[src/rtl/rob_pkg.sv]
// Shared widths, entry layout and FSM encoding for the reorder buffer.
package rob_pkg;

  localparam int DEPTH_DEF  = 16;
  localparam int TAG_W_DEF  = 4;
  localparam int PREG_W_DEF = 6;
  localparam int AREG_W_DEF = 5;

  typedef struct packed {
    logic                  valid;
    logic                  done;
    logic                  reg_dest;
    logic                  mem_op;
    logic                  halt;
    logic [AREG_W_DEF-1:0] arch_rd;
    logic [PREG_W_DEF-1:0] new_preg;
    logic [PREG_W_DEF-1:0] old_preg;
  } rob_entry_t;

  typedef enum logic {
    IDLE    = 1'b0,
    RECOVER = 1'b1
  } rob_state_t;

endpackage

[src/rtl/reorder_buffer.sv]
// Circular ROB: one dispatch and one in-order retire per cycle, one squashed entry per cycle during recovery.
// Commit is combinational from the registered head; dispatch stalls on ROB_full or stall_recover.
module reorder_buffer
  import rob_pkg::*;
#(
  parameter int DEPTH  = DEPTH_DEF,
  parameter int TAG_W  = TAG_W_DEF,
  parameter int PREG_W = PREG_W_DEF,
  parameter int AREG_W = AREG_W_DEF
) (
  input  logic              clk,
  input  logic              rst_n,
  input  logic              isDispatch,
  input  logic              MemOp,
  input  logic              RegDest,
  input  logic              halt,
  input  logic [AREG_W-1:0] arch_rd,
  input  logic [PREG_W-1:0] new_preg,
  input  logic [PREG_W-1:0] old_preg,
  output logic [TAG_W-1:0]  rob_tag,
  output logic              ROB_full,
  input  logic              cmplt_valid,
  input  logic [TAG_W-1:0]  cmplt_tag,
  input  logic              mispred_valid,
  input  logic [TAG_W-1:0]  mispred_tag,
  output logic              commit_valid,
  output logic [AREG_W-1:0] commit_arch_rd,
  output logic [PREG_W-1:0] commit_preg,
  output logic [PREG_W-1:0] commit_old_preg,
  output logic              commit_RegDest,
  output logic              commit_MemOp,
  output logic              commit_halt,
  output logic              stall_recover,
  output logic              recover_valid,
  output logic [AREG_W-1:0] recover_arch_rd,
  output logic [PREG_W-1:0] recover_preg,
  output logic [PREG_W-1:0] recover_old_preg,
  output logic              recover_RegDest
);

  localparam logic [TAG_W:0]   FULL_CNT = (TAG_W+1)'(DEPTH);
  localparam logic [TAG_W-1:0] ONE_TAG  = TAG_W'(1);

  rob_entry_t rob_q [DEPTH];
  rob_entry_t rob_d [DEPTH];

  rob_state_t       state_q, state_d;
  logic [TAG_W-1:0] head_q, head_d;
  logic [TAG_W-1:0] tail_q, tail_d;
  logic [TAG_W-1:0] stop_q, stop_d;
  logic [TAG_W:0]   count_q, count_d;
  logic             halted_q, halted_d;

  logic             is_idle;
  logic             disp_ok;
  logic             commit_ok;
  logic [TAG_W-1:0] tail_m1;

  assign is_idle       = (state_q == IDLE);
  assign ROB_full      = (count_q == FULL_CNT);
  assign rob_tag       = tail_q;
  assign stall_recover = (state_q == RECOVER);
  assign tail_m1       = tail_q - ONE_TAG;
  assign disp_ok       = isDispatch & ~ROB_full & is_idle & ~mispred_valid;
  assign commit_ok     = is_idle & (count_q != '0) & rob_q[head_q].done & ~halted_q;

  always_comb begin
    state_d          = state_q;
    head_d           = head_q;
    tail_d           = tail_q;
    stop_d           = stop_q;
    count_d          = count_q;
    halted_d         = halted_q;
    rob_d            = rob_q;
    commit_valid     = 1'b0;
    commit_arch_rd   = '0;
    commit_preg      = '0;
    commit_old_preg  = '0;
    commit_RegDest   = 1'b0;
    commit_MemOp     = 1'b0;
    commit_halt      = 1'b0;
    recover_valid    = 1'b0;
    recover_arch_rd  = '0;
    recover_preg     = '0;
    recover_old_preg = '0;
    recover_RegDest  = 1'b0;

    // Completions for squashed or retired slots land on invalid entries and are dropped.
    if (cmplt_valid && rob_q[cmplt_tag].valid) begin
      rob_d[cmplt_tag].done = 1'b1;
    end

    case (state_q)
      IDLE: begin
        if (commit_ok) begin
          commit_valid    = 1'b1;
          commit_arch_rd  = rob_q[head_q].arch_rd;
          commit_preg     = rob_q[head_q].new_preg;
          commit_old_preg = rob_q[head_q].old_preg;
          commit_RegDest  = rob_q[head_q].reg_dest;
          commit_MemOp    = rob_q[head_q].mem_op;
          commit_halt     = rob_q[head_q].halt;
          rob_d[head_q].valid = 1'b0;
          head_d          = head_q + ONE_TAG;
          if (rob_q[head_q].halt) begin
            halted_d = 1'b1;
          end
        end
        if (disp_ok) begin
          rob_d[tail_q].valid    = 1'b1;
          rob_d[tail_q].done     = 1'b0;
          rob_d[tail_q].reg_dest = RegDest;
          rob_d[tail_q].mem_op   = MemOp;
          rob_d[tail_q].halt     = halt;
          rob_d[tail_q].arch_rd  = arch_rd;
          rob_d[tail_q].new_preg = new_preg;
          rob_d[tail_q].old_preg = old_preg;
          tail_d                 = tail_q + ONE_TAG;
        end
        count_d = count_q + {{TAG_W{1'b0}}, disp_ok} - {{TAG_W{1'b0}}, commit_ok};
        if (mispred_valid) begin
          state_d = RECOVER;
          stop_d  = mispred_tag;
        end
      end
      RECOVER: begin
        // Walk back youngest-first until the entry just after the branch has been squashed.
        if (tail_q == stop_q + ONE_TAG) begin
          state_d = IDLE;
        end else begin
          recover_valid        = 1'b1;
          recover_arch_rd      = rob_q[tail_m1].arch_rd;
          recover_preg         = rob_q[tail_m1].new_preg;
          recover_old_preg     = rob_q[tail_m1].old_preg;
          recover_RegDest      = rob_q[tail_m1].reg_dest;
          rob_d[tail_m1].valid = 1'b0;
          tail_d               = tail_m1;
          count_d              = count_q - 1'b1;
        end
      end
      default: state_d = IDLE;
    endcase
  end

  always_ff @(posedge clk or negedge rst_n) begin
    if (!rst_n) begin
      state_q  <= IDLE;
      head_q   <= '0;
      tail_q   <= '0;
      stop_q   <= '0;
      count_q  <= '0;
      halted_q <= 1'b0;
      rob_q    <= '{default: '0};
    end else begin
      state_q  <= state_d;
      head_q   <= head_d;
      tail_q   <= tail_d;
      stop_q   <= stop_d;
      count_q  <= count_d;
      halted_q <= halted_d;
      rob_q    <= rob_d;
    end
  end

endmodule

[config.mk]
export PLATFORM = sky130hd
export DESIGN_NAME = reorder_buffer
export DESIGN_NICKNAME = d
export VERILOG_FILES = /design/src/rtl/rob_pkg.sv /design/src/rtl/reorder_buffer.sv
export SDC_FILE = /design/constraint.sdc
export NUM_CORES = 1
export LEC_CHECK = 0
export CORE_MARGIN = 2
export CORE_UTILIZATION = 45
export DETAILED_ROUTE_END_ITERATION = 8
export SKIP_LAST_GASP = 1
export SLEW_MARGIN = 20
export SYNTH_ARGS = -nofsm -noshare
export SYNTH_HDL_FRONTEND = slang
export SYNTH_SLANG_ARGS = --single-unit
[constraint.sdc]
create_clock -name clk -period 4.2 [get_ports clk]
set_input_delay 0.63 -clock clk [delete_from_list [all_inputs] [get_ports clk]]
set_output_delay 0.63 -clock clk [all_outputs]
set_load 0.01 [all_outputs]
==> tab_implementation.tex, run 1 <==
\begin{tabular}{lr}
\hline
Metric & Value \\
\hline
\multicolumn{2}{l}{\textbf{Final layout}} \\
\quad Util after Layout & between 50\% and 60\% \\
\quad Fin cells & 2373 \\
\quad Nets & between 1500 and 2000 \\
\quad Area Growth Syn to Fin & 15.05\% \\
\quad Fraction of final layout cells sized beyond drive strength 1 & a little under a fifth \\
\quad Commonest cells after routing, fill and taps aside & 367 x sky130\_fd\_sc\_hd\_\_dfrtp\_1, 337 x sky130\_fd\_sc\_hd\_\_nand2\_1, 323 x sky130\_fd\_sc\_hd\_\_o21ai\_0 \\
\quad Summed area of non-filler cells in the final layout & around 22000 um2 \\
\quad Diode insertion count for antenna repair & 0 \\
\quad Leading cell type in the layout, fill and taps excluded & sky130\_fd\_sc\_hd\_\_dfrtp\_1 \\
\multicolumn{2}{l}{\textbf{Global route}} \\
\quad GRT Resource Usage Total & 26.06\% \\
\quad Global-route wire length before repair & about 90000 um \\
\quad Remaining Overflow, GRT & 0 \\
\quad Vias in the first global route & 14340 \\
\quad Maximum number of pins on one net before global-route repair & between 100 and 150 \\
\quad Number of antenna violations at the first check in global routing & 1 \\
\multicolumn{2}{l}{\textbf{Clock tree}} \\
\quad Cts hold-fix bufs & 0 \\
\quad Max H-tree Level & 2 \\
\quad Number of clock sinks & about 370 \\
\quad Clock latency reported for the late side of the worst-skew pair & 0.57 ns \\
\quad Number of buffers added by the clock tree synthesis step & 42 \\
\quad Number of cells upsized or downsized after cts & 0 \\
\quad Clock-pin slew on the worst setup and hold paths & approximately 0.07 ns \\
\quad Clock tree buffer depth & 3 \\
\quad Setup bufs post-CTS & 0 \\
\quad Root buffer cell & sky130\_fd\_sc\_hd\_\_clkbuf\_16 \\
\quad CTS tree & built \\
\multicolumn{2}{l}{\textbf{Place}} \\
\quad Worst slack after detailed placement & 0.7558 ns \\
\quad Number of instances in the placed design & roughly 2300 \\
\quad Post-detailed-placement cell area & 20930 um2 \\
\quad Count of input and output buffers & 78 \\
\quad Final weighted congestion of routability-driven global placement & about 0.90 \\
\quad Detailed-placement wirelength estimate & 34870 um \\
\multicolumn{2}{l}{\textbf{Pwr}} \\
\quad Power density over cell area & roughly 700 nW/um2 \\
\quad Peak VDD IR & $\sim$330 uV \\
\quad Leak Pwr & between 9 and 10 nW \\
\multicolumn{2}{l}{\textbf{STA}} \\
\quad Top achievable clock speed & roughly 0.24 GHz \\
\quad Period utilization & between 90 and 100\% \\
\quad Total Negative Setup Slacks & 0 ns \\
\quad Final worst setup slack & between 0.06 and 0.07 ns \\
\quad Clk\_skew & about 0.019 ns \\
\quad Total setup violations reported at the end of the flow & 0 \\
\quad Headroom to the max-slew limit & 40.43\% \\
\quad Endpoints failing hold & 0 \\
\quad Max Slew Vio Count & 0 \\
\quad Transition time of the tightest slew-check pin & between 0.8 and 0.9 ns \\
\quad Unrepaired setup endpoints after global routing & false \\
\quad Minimum clock period after layout & between 4 and 5 ns \\
\multicolumn{2}{l}{\textbf{Critical path}} \\
\quad Largest incremental delay on the critical path & around 0.66 ns \\
\quad Critical path type & flop to primary output \\
\quad Setup crit end kind & primary output \\
\quad Buffer and inverter count on the worst path & 3 \\
\quad Worst reg2reg startpoint & head\_q[1]\$\_DFFE\_PN0P\_ \\
\quad Critical path's most frequent cell & sky130\_fd\_sc\_hd\_\_a211oi\_1 \\
\quad CP max-delay cell & sky130\_fd\_sc\_hd\_\_clkdlybuf4s50\_1 \\
\quad Critical Path, Cell by Cell & inv\_1, ha\_4, buf\_12, mux4\_2, nor2b\_1, a211oi\_1, a211oi\_1, clkdlybuf4s50\_1 \\
\quad Number of cells on the worst reg-to-reg path & 14 \\
\quad Required time of the critical path & around 3.6 ns \\
\quad Family with the most delay on the worst path & buffers and inverters \\
\quad Reg-to-reg critical path endpoint & count\_q[4]\$\_DFFE\_PN0P\_ \\
\quad Peak fanout along the critical path & 25 \\
\quad Arrival time at the worst endpoint & $\sim$3.5 ns \\
\quad Startpoint Class & flop \\
\quad Flop2flop setup slack & 0.82 ns \\
\multicolumn{2}{l}{\textbf{Hold path}} \\
\quad Worst hold path class & input pin to async pin \\
\multicolumn{2}{l}{\textbf{Die}} \\
\quad IO Count & just under 80 \\
\quad Area of the core & approximately 43000 um2 \\
\quad DIE WIDTH & about 210 um \\
\quad Cell row count & 76 \\
\quad Starting density of the core & a little under half \\
\quad Chip Height & between 200 and 250 um \\
\quad Floorplan die area & 44840 um2 \\
\multicolumn{2}{l}{\textbf{Route}} \\
\quad DRT iter0 DRCs & roughly 1200 \\
\quad Vias after detailed routing & between 10000 and 15000 \\
\quad DR vias/cell & about 6 \\
\quad Number of antenna-violating nets in the routed design & 0 \\
\quad WL/cell & between 20 and 25 um \\
\quad Routed Wire Length & $\sim$56000 um \\
\quad Number of detailed-route iterations in the first pass & 5 \\
\quad Remaining DRCs & 0 \\
\multicolumn{2}{l}{\textbf{Yosys}} \\
\quad Synthesis Warnings & 0 \\
\quad Register bit total from synthesis & between 300 and 400 \\
\quad Proportion of synthesized chip area in sequential cells & between 40\% and 50\% \\
\quad Synth unique cells & 50 \\
\quad Post-synthesis instance area & a little under 20000 um2 \\
\quad Cell count after synthesis & approximately 1700 \\
\quad FFs w/ async S/R, synth & 100.0\% \\
\quad Mapped Avg Cell Area & between 10 and 15 um2 \\
\quad Number of synthesized flops with an enable pin & 0 \\
\quad Top\_reg\_cell synth & sky130\_fd\_sc\_hd\_\_dfrtp\_1 \\
\quad Synthesized net count & between 1500 and 2000 \\
\multicolumn{2}{l}{\textbf{Run}} \\
\quad Max-cap violations & 0 \\
\multicolumn{2}{l}{\textbf{Run status}} \\
\quad Result of the run & finished, final reports clean \\
\hline
\end{tabular}
[worst register-to-register path, delay by kind of cell (launching register included)]
kind / cells / cell delay [ns]
adder cells (fa/ha/maj): 3 / 0.93
flip-flops: 1 / 0.74
AND/OR/NAND/NOR: 3 / 0.46
multiplexers: 2 / 0.43
XOR/XNOR: 2 / 0.28
buffers and inverters: 2 / 0.25
AO/OA/AOI/OAI: 2 / 0.19
[cell families (layout without fill, tap and decap cells)]
logic type	after synthesis	count (layout)	synth area share [%]
AOI/OAI and AO/OA	434	434	12.28
xor gates and xnor gates	18	18	0.8116
adders and majority gates	22	22	1.456
buffers and inverters	171	223	4.071
DFF	371	371	47.79
muxes	209	209	22.08
and+or+nand+nor	511	511	11.51
[report_power, final]
group | internal [mW] | total (mW) | leakage [nW] | switching [mW]
Clock | 2.27 | 3.79 | 0.701 | 1.51
Combinational | 3.01 | 6.71 | 3.51 | 3.70
Sequential | 4.44 | 5.22 | 5.10 | 0.783
[stage by stage]
stage          hold WS, ns  power, mW
2_1_floorplan       0.3344      9.564
4_1_cts             0.1724      15.79
6_report            0.1144      15.71
3_3_place_gp        0.4577      11.87
5_1_grt             0.1904      16.54
3_5_place_dp        0.4650      11.96
[metal layers]
| metal | up-vias | global-route usage [%] | routed length [um] |
|---|---|---|---|
| met3 | 104 | 5.177 | 4014 |
| met5 | - | 0 | 0 |
| met1 | 7340 | 35.78 | 23600 |
| met2 | 550 | 41.44 | 26930 |
| li1 | 6331 | - | - |
| met4 | 0 | 9.495 | 1908 |
[flip-flops by register name, indices dropped and copies added (netlist names)]
signal	flops
count_q	5
halted_q	1
head_q	4
rob_q	352
rob_tag	4
stall_recover	1
stop_q	4
[cell usage after synthesis, types with 15 or more instances]
cell | n | area (um2)
sky130_fd_sc_hd__a211oi_1 | 38 | 285.3
sky130_fd_sc_hd__a21oi_1 | 32 | 160.2
sky130_fd_sc_hd__and2_1 | 23 | 143.9
sky130_fd_sc_hd__buf_2 | 23 | 115.1
sky130_fd_sc_hd__buf_4 | 20 | 150.1
sky130_fd_sc_hd__clkbuf_1 | 103 | 386.6
sky130_fd_sc_hd__dfrtp_1 | 371 | 9284
sky130_fd_sc_hd__ha_1 | 21 | 262.8
sky130_fd_sc_hd__inv_1 | 15 | 56.30
sky130_fd_sc_hd__mux2i_1 | 28 | 280.3
sky130_fd_sc_hd__mux4_2 | 175 | 3941
sky130_fd_sc_hd__nand2_1 | 337 | 1265
sky130_fd_sc_hd__nand2b_1 | 25 | 156.4
sky130_fd_sc_hd__nand3_1 | 25 | 125.1
sky130_fd_sc_hd__nor2_1 | 42 | 157.7
sky130_fd_sc_hd__nor2b_1 | 24 | 150.1
sky130_fd_sc_hd__o21ai_0 | 323 | 1617
[final cells by class]
cell class / instances / area [um2]
Fill cell: 3718 / 20540
Multi-Input combinational cell: 1194 / 9478
Sequential cell: 371 / 9296
Timing Repair Buffer: 132 / 1366
Clock buffer: 63 / 1271
Tap cell: 585 / 732.0
Clock inverter: 12 / 145.1
Inverter: 16 / 60.06
[how the worst max path moves through the flow]
stage | slack, ns | startpoint | cells after the start | to
2_1_floorplan | 0.78 | rob_tag[0]$_DFFE_PN0P_ | 10 | recover_arch_rd[0]
3_3_place_gp | 0.74 | head_q[0]$_DFFE_PN0P_ | 5 | commit_preg[3]
3_5_place_dp | 0.76 | rob_tag[0]$_DFFE_PN0P_ | 8 | recover_old_preg[0]
4_1_cts | 0.11 | rob_tag[0]$_DFFE_PN0P_ | 8 | recover_old_preg[0]
5_1_grt | 0.06 | rob_tag[0]$_DFFE_PN0P_ | 8 | recover_old_preg[0]
6_report | 0.07 | rob_tag[0]$_DFFE_PN0P_ | 8 | recover_old_preg[0]
(Power assumes the default switching activity.)
==> inputs of run 2 (changes only) <==
Settings changed: CORE_UTILIZATION 45 to 39.
==> run 2 against run 1 <==
Against the previous run:
- routed wire length rose by 4.1%
- setup slack got worse by 0.013 ns
- cell count is 3.5% higher
- critical endpoint is now recover_arch_rd[2]
- highest routed layer is now met5
==> tab_implementation.tex, run 2 (synthesis gave the netlist of run 1 again) <==
\begin{tabular}{lr}
\hline
Metric & Value \\
\hline
\multicolumn{2}{l}{\textbf{Final layout}} \\
\quad Summed area of non-filler cells in the final layout & 22470 um2 (+0.55\%) \\
\quad Largest register by flop count & rob\_q \\
\quad Leading cell type in the layout, fill and taps excluded & sky130\_fd\_sc\_hd\_\_dfrtp\_1 \\
\quad Total area of multi-input combinational cells & 9504 um2 (+0.28\%) \\
\quad Commonest cells after routing, fill and taps aside & 367 x sky130\_fd\_sc\_hd\_\_dfrtp\_1, 337 x sky130\_fd\_sc\_hd\_\_nand2\_1, 323 x sky130\_fd\_sc\_hd\_\_o21ai\_0 \\
\quad Fraction of final layout cells sized beyond drive strength 1 & 18.87\% (+0.19 points) \\
\quad FF+latch area & 9296 um2 (unchanged) \\
\quad Diode insertion count for antenna repair & 0 (unchanged) \\
\quad Total of fill cells in the finished design & 4476 (+20\%) \\
\quad Biggest registers after layout & rob\_q (352), count\_q (5) \\
\quad Nets & 1814 (+0.11\%) \\
\quad Area Growth Syn to Fin & 15.69\% \\
\quad Max reg flops & 352 (unchanged) \\
\quad Util after Layout & 45.81\% (-6.3 points) \\
\multicolumn{2}{l}{\textbf{Critical path}} \\
\quad Critical Path, Cell by Cell & inv\_1, ha\_4, buf\_4, mux4\_2, a211oi\_1, a211oi\_1, clkdlybuf4s50\_1 \\
\quad Required time of the critical path & 3.57 ns (about the same) \\
\quad Startpoint Class & flop \\
\quad Arrival time at the worst endpoint & 3.51 ns (about the same) \\
\quad Buffer and inverter count on the worst path & 3 (unchanged) \\
\quad Critical path type & flop to primary output \\
\quad Family with the most delay on the worst path & buffers and inverters \\
\quad Setup crit end kind & primary output \\
\quad Critical path's most frequent cell & sky130\_fd\_sc\_hd\_\_a211oi\_1 \\
\quad Flop2flop setup slack & 0.73 ns (-0.09 ns) \\
\quad Peak fanout along the critical path & 14 (-44\%) \\
\quad Largest incremental delay on the critical path & 0.66 ns (about the same) \\
\quad CP max-delay cell & sky130\_fd\_sc\_hd\_\_clkdlybuf4s50\_1 \\
\multicolumn{2}{l}{\textbf{Place}} \\
\quad Final weighted congestion of routability-driven global placement & 0.9038 (about the same) \\
\quad Post-detailed-placement cell area & 20950 um2 (about the same) \\
\quad Detailed-placement wirelength estimate & 35640 um (+2.2\%) \\
\quad Count of input and output buffers & 78 (unchanged) \\
\multicolumn{2}{l}{\textbf{STA}} \\
\quad Period utilization & 98.67\% (+0.32 points) \\
\quad Top achievable clock speed & 0.2413 GHz (-0.32\%) \\
\quad Max Slew Vio Count & 0 (unchanged) \\
\quad Minimum clock period after layout & 4.144 ns (+0.01328 ns) \\
\quad Unrepaired setup endpoints after global routing & true \\
\quad Clk\_skew & 0.01333 ns (-0.006040 ns) \\
\quad Worst hold slack & 0.1322 ns (+0.01784 ns) \\
\quad Endpoints failing hold & 0 (unchanged) \\
\quad Total setup violations reported at the end of the flow & 0 (unchanged) \\
\quad Headroom to the max-slew limit & 37.34\% (-3.1 points) \\
\quad Transition time of the tightest slew-check pin & 0.9399 ns (+0.04638 ns) \\
\multicolumn{2}{l}{\textbf{Route}} \\
\quad Routed Wire Length & 58760 um (+4.1\%) \\
\quad Number of antenna-violating nets in the routed design & 0 (unchanged) \\
\quad Vias after detailed routing & 14440 (+0.81\%) \\
\quad DRT iter0 DRCs & 1520 (+22\%) \\
\quad Remaining DRCs & 0 (unchanged) \\
\quad Number of detailed-route iterations in the first pass & 8 (+3) \\
\quad WL/cell & 23.93 um (+0.61\%) \\
\quad DR vias/cell & 5.882 (-2.6\%) \\
\multicolumn{2}{l}{\textbf{Clock tree}} \\
\quad Clock-pin slew on the worst setup and hold paths & 0.07 ns (about the same) \\
\quad Root buffer cell & sky130\_fd\_sc\_hd\_\_clkbuf\_16 \\
\quad Clock tree buffer depth & 3 (unchanged) \\
\quad Number of clock sinks & 371 (unchanged) \\
\quad Number of buffers added by the clock tree synthesis step & 41 (-2.4\%) \\
\quad Max H-tree Level & 2 (unchanged) \\
\quad Clock latency reported for the late side of the worst-skew pair & 0.57 ns (about the same) \\
\quad CTS tree & built \\
\multicolumn{2}{l}{\textbf{Global route}} \\
\quad Number of antenna violations at the first check in global routing & 1 (unchanged) \\
\quad Global-route wire length before repair & 92270 um (+5.2\%) \\
\quad GRT met1 Usage & 33.55\% (-2.2 points) \\
\quad Global route hottest layer & met2 \\
\quad Maximum number of pins on one net before global-route repair & 113 (+4.6\%) \\
\quad GRT Resource Usage Total & 23.78\% (-2.3 points) \\
\quad Remaining Overflow, GRT & 0 (unchanged) \\
\quad Met2 track utilization from global routing & 37.19\% (-4.3 points) \\
\quad Met3 demand-to-capacity share in global routing & 3.924\% (-1.3 points) \\
\quad Vias in the first global route & 14700 (+2.5\%) \\
\multicolumn{2}{l}{\textbf{Pwr}} \\
\quad Power consumption & 15.85 mW (+0.86\%) \\
\quad Power density over cell area & 705.3 nW/um2 (+0.30\%) \\
\quad Peak VDD IR & 423.8 uV (+27\%) \\
\quad Leak Pwr & 9.304 nW (about the same) \\
\multicolumn{2}{l}{\textbf{Die}} \\
\quad DIE WIDTH & 227.2 um (+7.3\%) \\
\quad IO Count & 79 (unchanged) \\
\quad Area of the core & 49050 um2 (+14\%) \\
\quad Cell row count & 81 (+6.6\%) \\
\quad Floorplan die area & 51610 um2 (+15\%) \\
\quad Starting density of the core & 39.60\% (-5.7 points) \\
\quad Chip Height & 227.2 um (+7.3\%) \\
\multicolumn{2}{l}{\textbf{Hold path}} \\
\quad Worst hold path class & input pin to async pin \\
\multicolumn{2}{l}{\textbf{Run status}} \\
\quad Result of the run & finished, final reports clean \\
\multicolumn{2}{l}{\textbf{Run}} \\
\quad Max-cap violations & 0 (unchanged) \\
\hline
\end{tabular}
-- run 2: worst register-to-register path, stage by stage, from the launching register on --
cell	delay, ns
sky130_fd_sc_hd__dfrtp_1	0.38
sky130_fd_sc_hd__inv_1	0.13
sky130_fd_sc_hd__ha_1	0.25
sky130_fd_sc_hd__and3b_1	0.25
sky130_fd_sc_hd__nor3_1	0.20
sky130_fd_sc_hd__nand4_1	0.24
sky130_fd_sc_hd__nand2_1	0.14
sky130_fd_sc_hd__buf_6	0.30
sky130_fd_sc_hd__ha_1	0.18
sky130_fd_sc_hd__inv_1	0.04
sky130_fd_sc_hd__ha_1	0.20
sky130_fd_sc_hd__fa_1	0.42
sky130_fd_sc_hd__nand2b_1	0.11
sky130_fd_sc_hd__a21oi_1	0.08
sky130_fd_sc_hd__xnor2_1	0.16
sky130_fd_sc_hd__mux2i_1	0.10
sky130_fd_sc_hd__xor2_1	0.16
-- run 2: final timing paths --
check,from,end,cells after the start
setup / recovery,rob_tag[1]$_DFFE_PN0P_,recover_arch_rd[2],7
min in group clk,rob_q[215]$_DFFE_PN0P_,rob_q[215]$_DFFE_PN0P_,2
hold / removal,rst_n,count_q[3]$_DFFE_PN0P_,1
max in group asynchronous,rst_n,rob_q[246]$_DFFE_PN0P_,2
setup reg to reg,count_q[2]$_DFFE_PN0P_,count_q[4]$_DFFE_PN0P_,16
hold reg to reg,rob_q[215]$_DFFE_PN0P_,rob_q[215]$_DFFE_PN0P_,2
-- run 2: per-stage QoR --
stage | TNS, ns | worst slack [ns] | instances
6_report | 0 | 0.05600 | 2455
5_1_grt | -0.05640 | -0.05640 | 2455
4_1_cts | 0 | 0.01615 | 2452
3_5_place_dp | 0 | 0.1956 | 2374
3_3_place_gp | 0 | 0.2400 | 2374
2_1_floorplan | 0 | 0.7794 | 1736
-- run 2: metal layers --
| metal | wire length, um | share of wire [%] | vias to the layer above |
|---|---|---|---|
| li1 | - | - | 6349 |
| met1 | 25260 | 43 | 7405 |
| met2 | 27500 | 47 | 573 |
| met3 | 4075 | 6.9 | 112 |
| met4 | 1908 | 3.2 | 2 |
| met5 | 13 | 0.022 | - |
-- run 2: cell type report --
| class | count | area share, % |
|---|---|---|
| inverter | 16 | 0.2672 |
| tap | 664 | 3.697 |
| multi-input combinational | 1194 | 42.29 |
| clock buffer | 61 | 5.445 |
| sequential | 371 | 41.37 |
| clock inverter | 14 | 0.8518 |
| timing repair buffer | 135 | 6.080 |
-- run 2: repair_timing --
| action | 4_1_cts | 5_1_grt |
|---|---|---|
| setup buffers | 2 | 3 |
| resized for setup | 4 | 3 |
| hold buffers | 0 | 0 |
| pin swaps | 1 | 0 |
| endpoints found under the hold margin | 0 | 0 |
| setup endpoints to repair | 18 | 5 |
| cloned | 1 | 0 |
-- run 2: where the power goes --
group	leakage [nW]	switching [mW]	internal [mW]	total (mW)
registers	5.10	0.762	4.44	5.20
logic	3.53	3.76	3.08	6.84
clock network	0.682	1.53	2.27	3.81
total	9.30	6.06	9.79	15.8
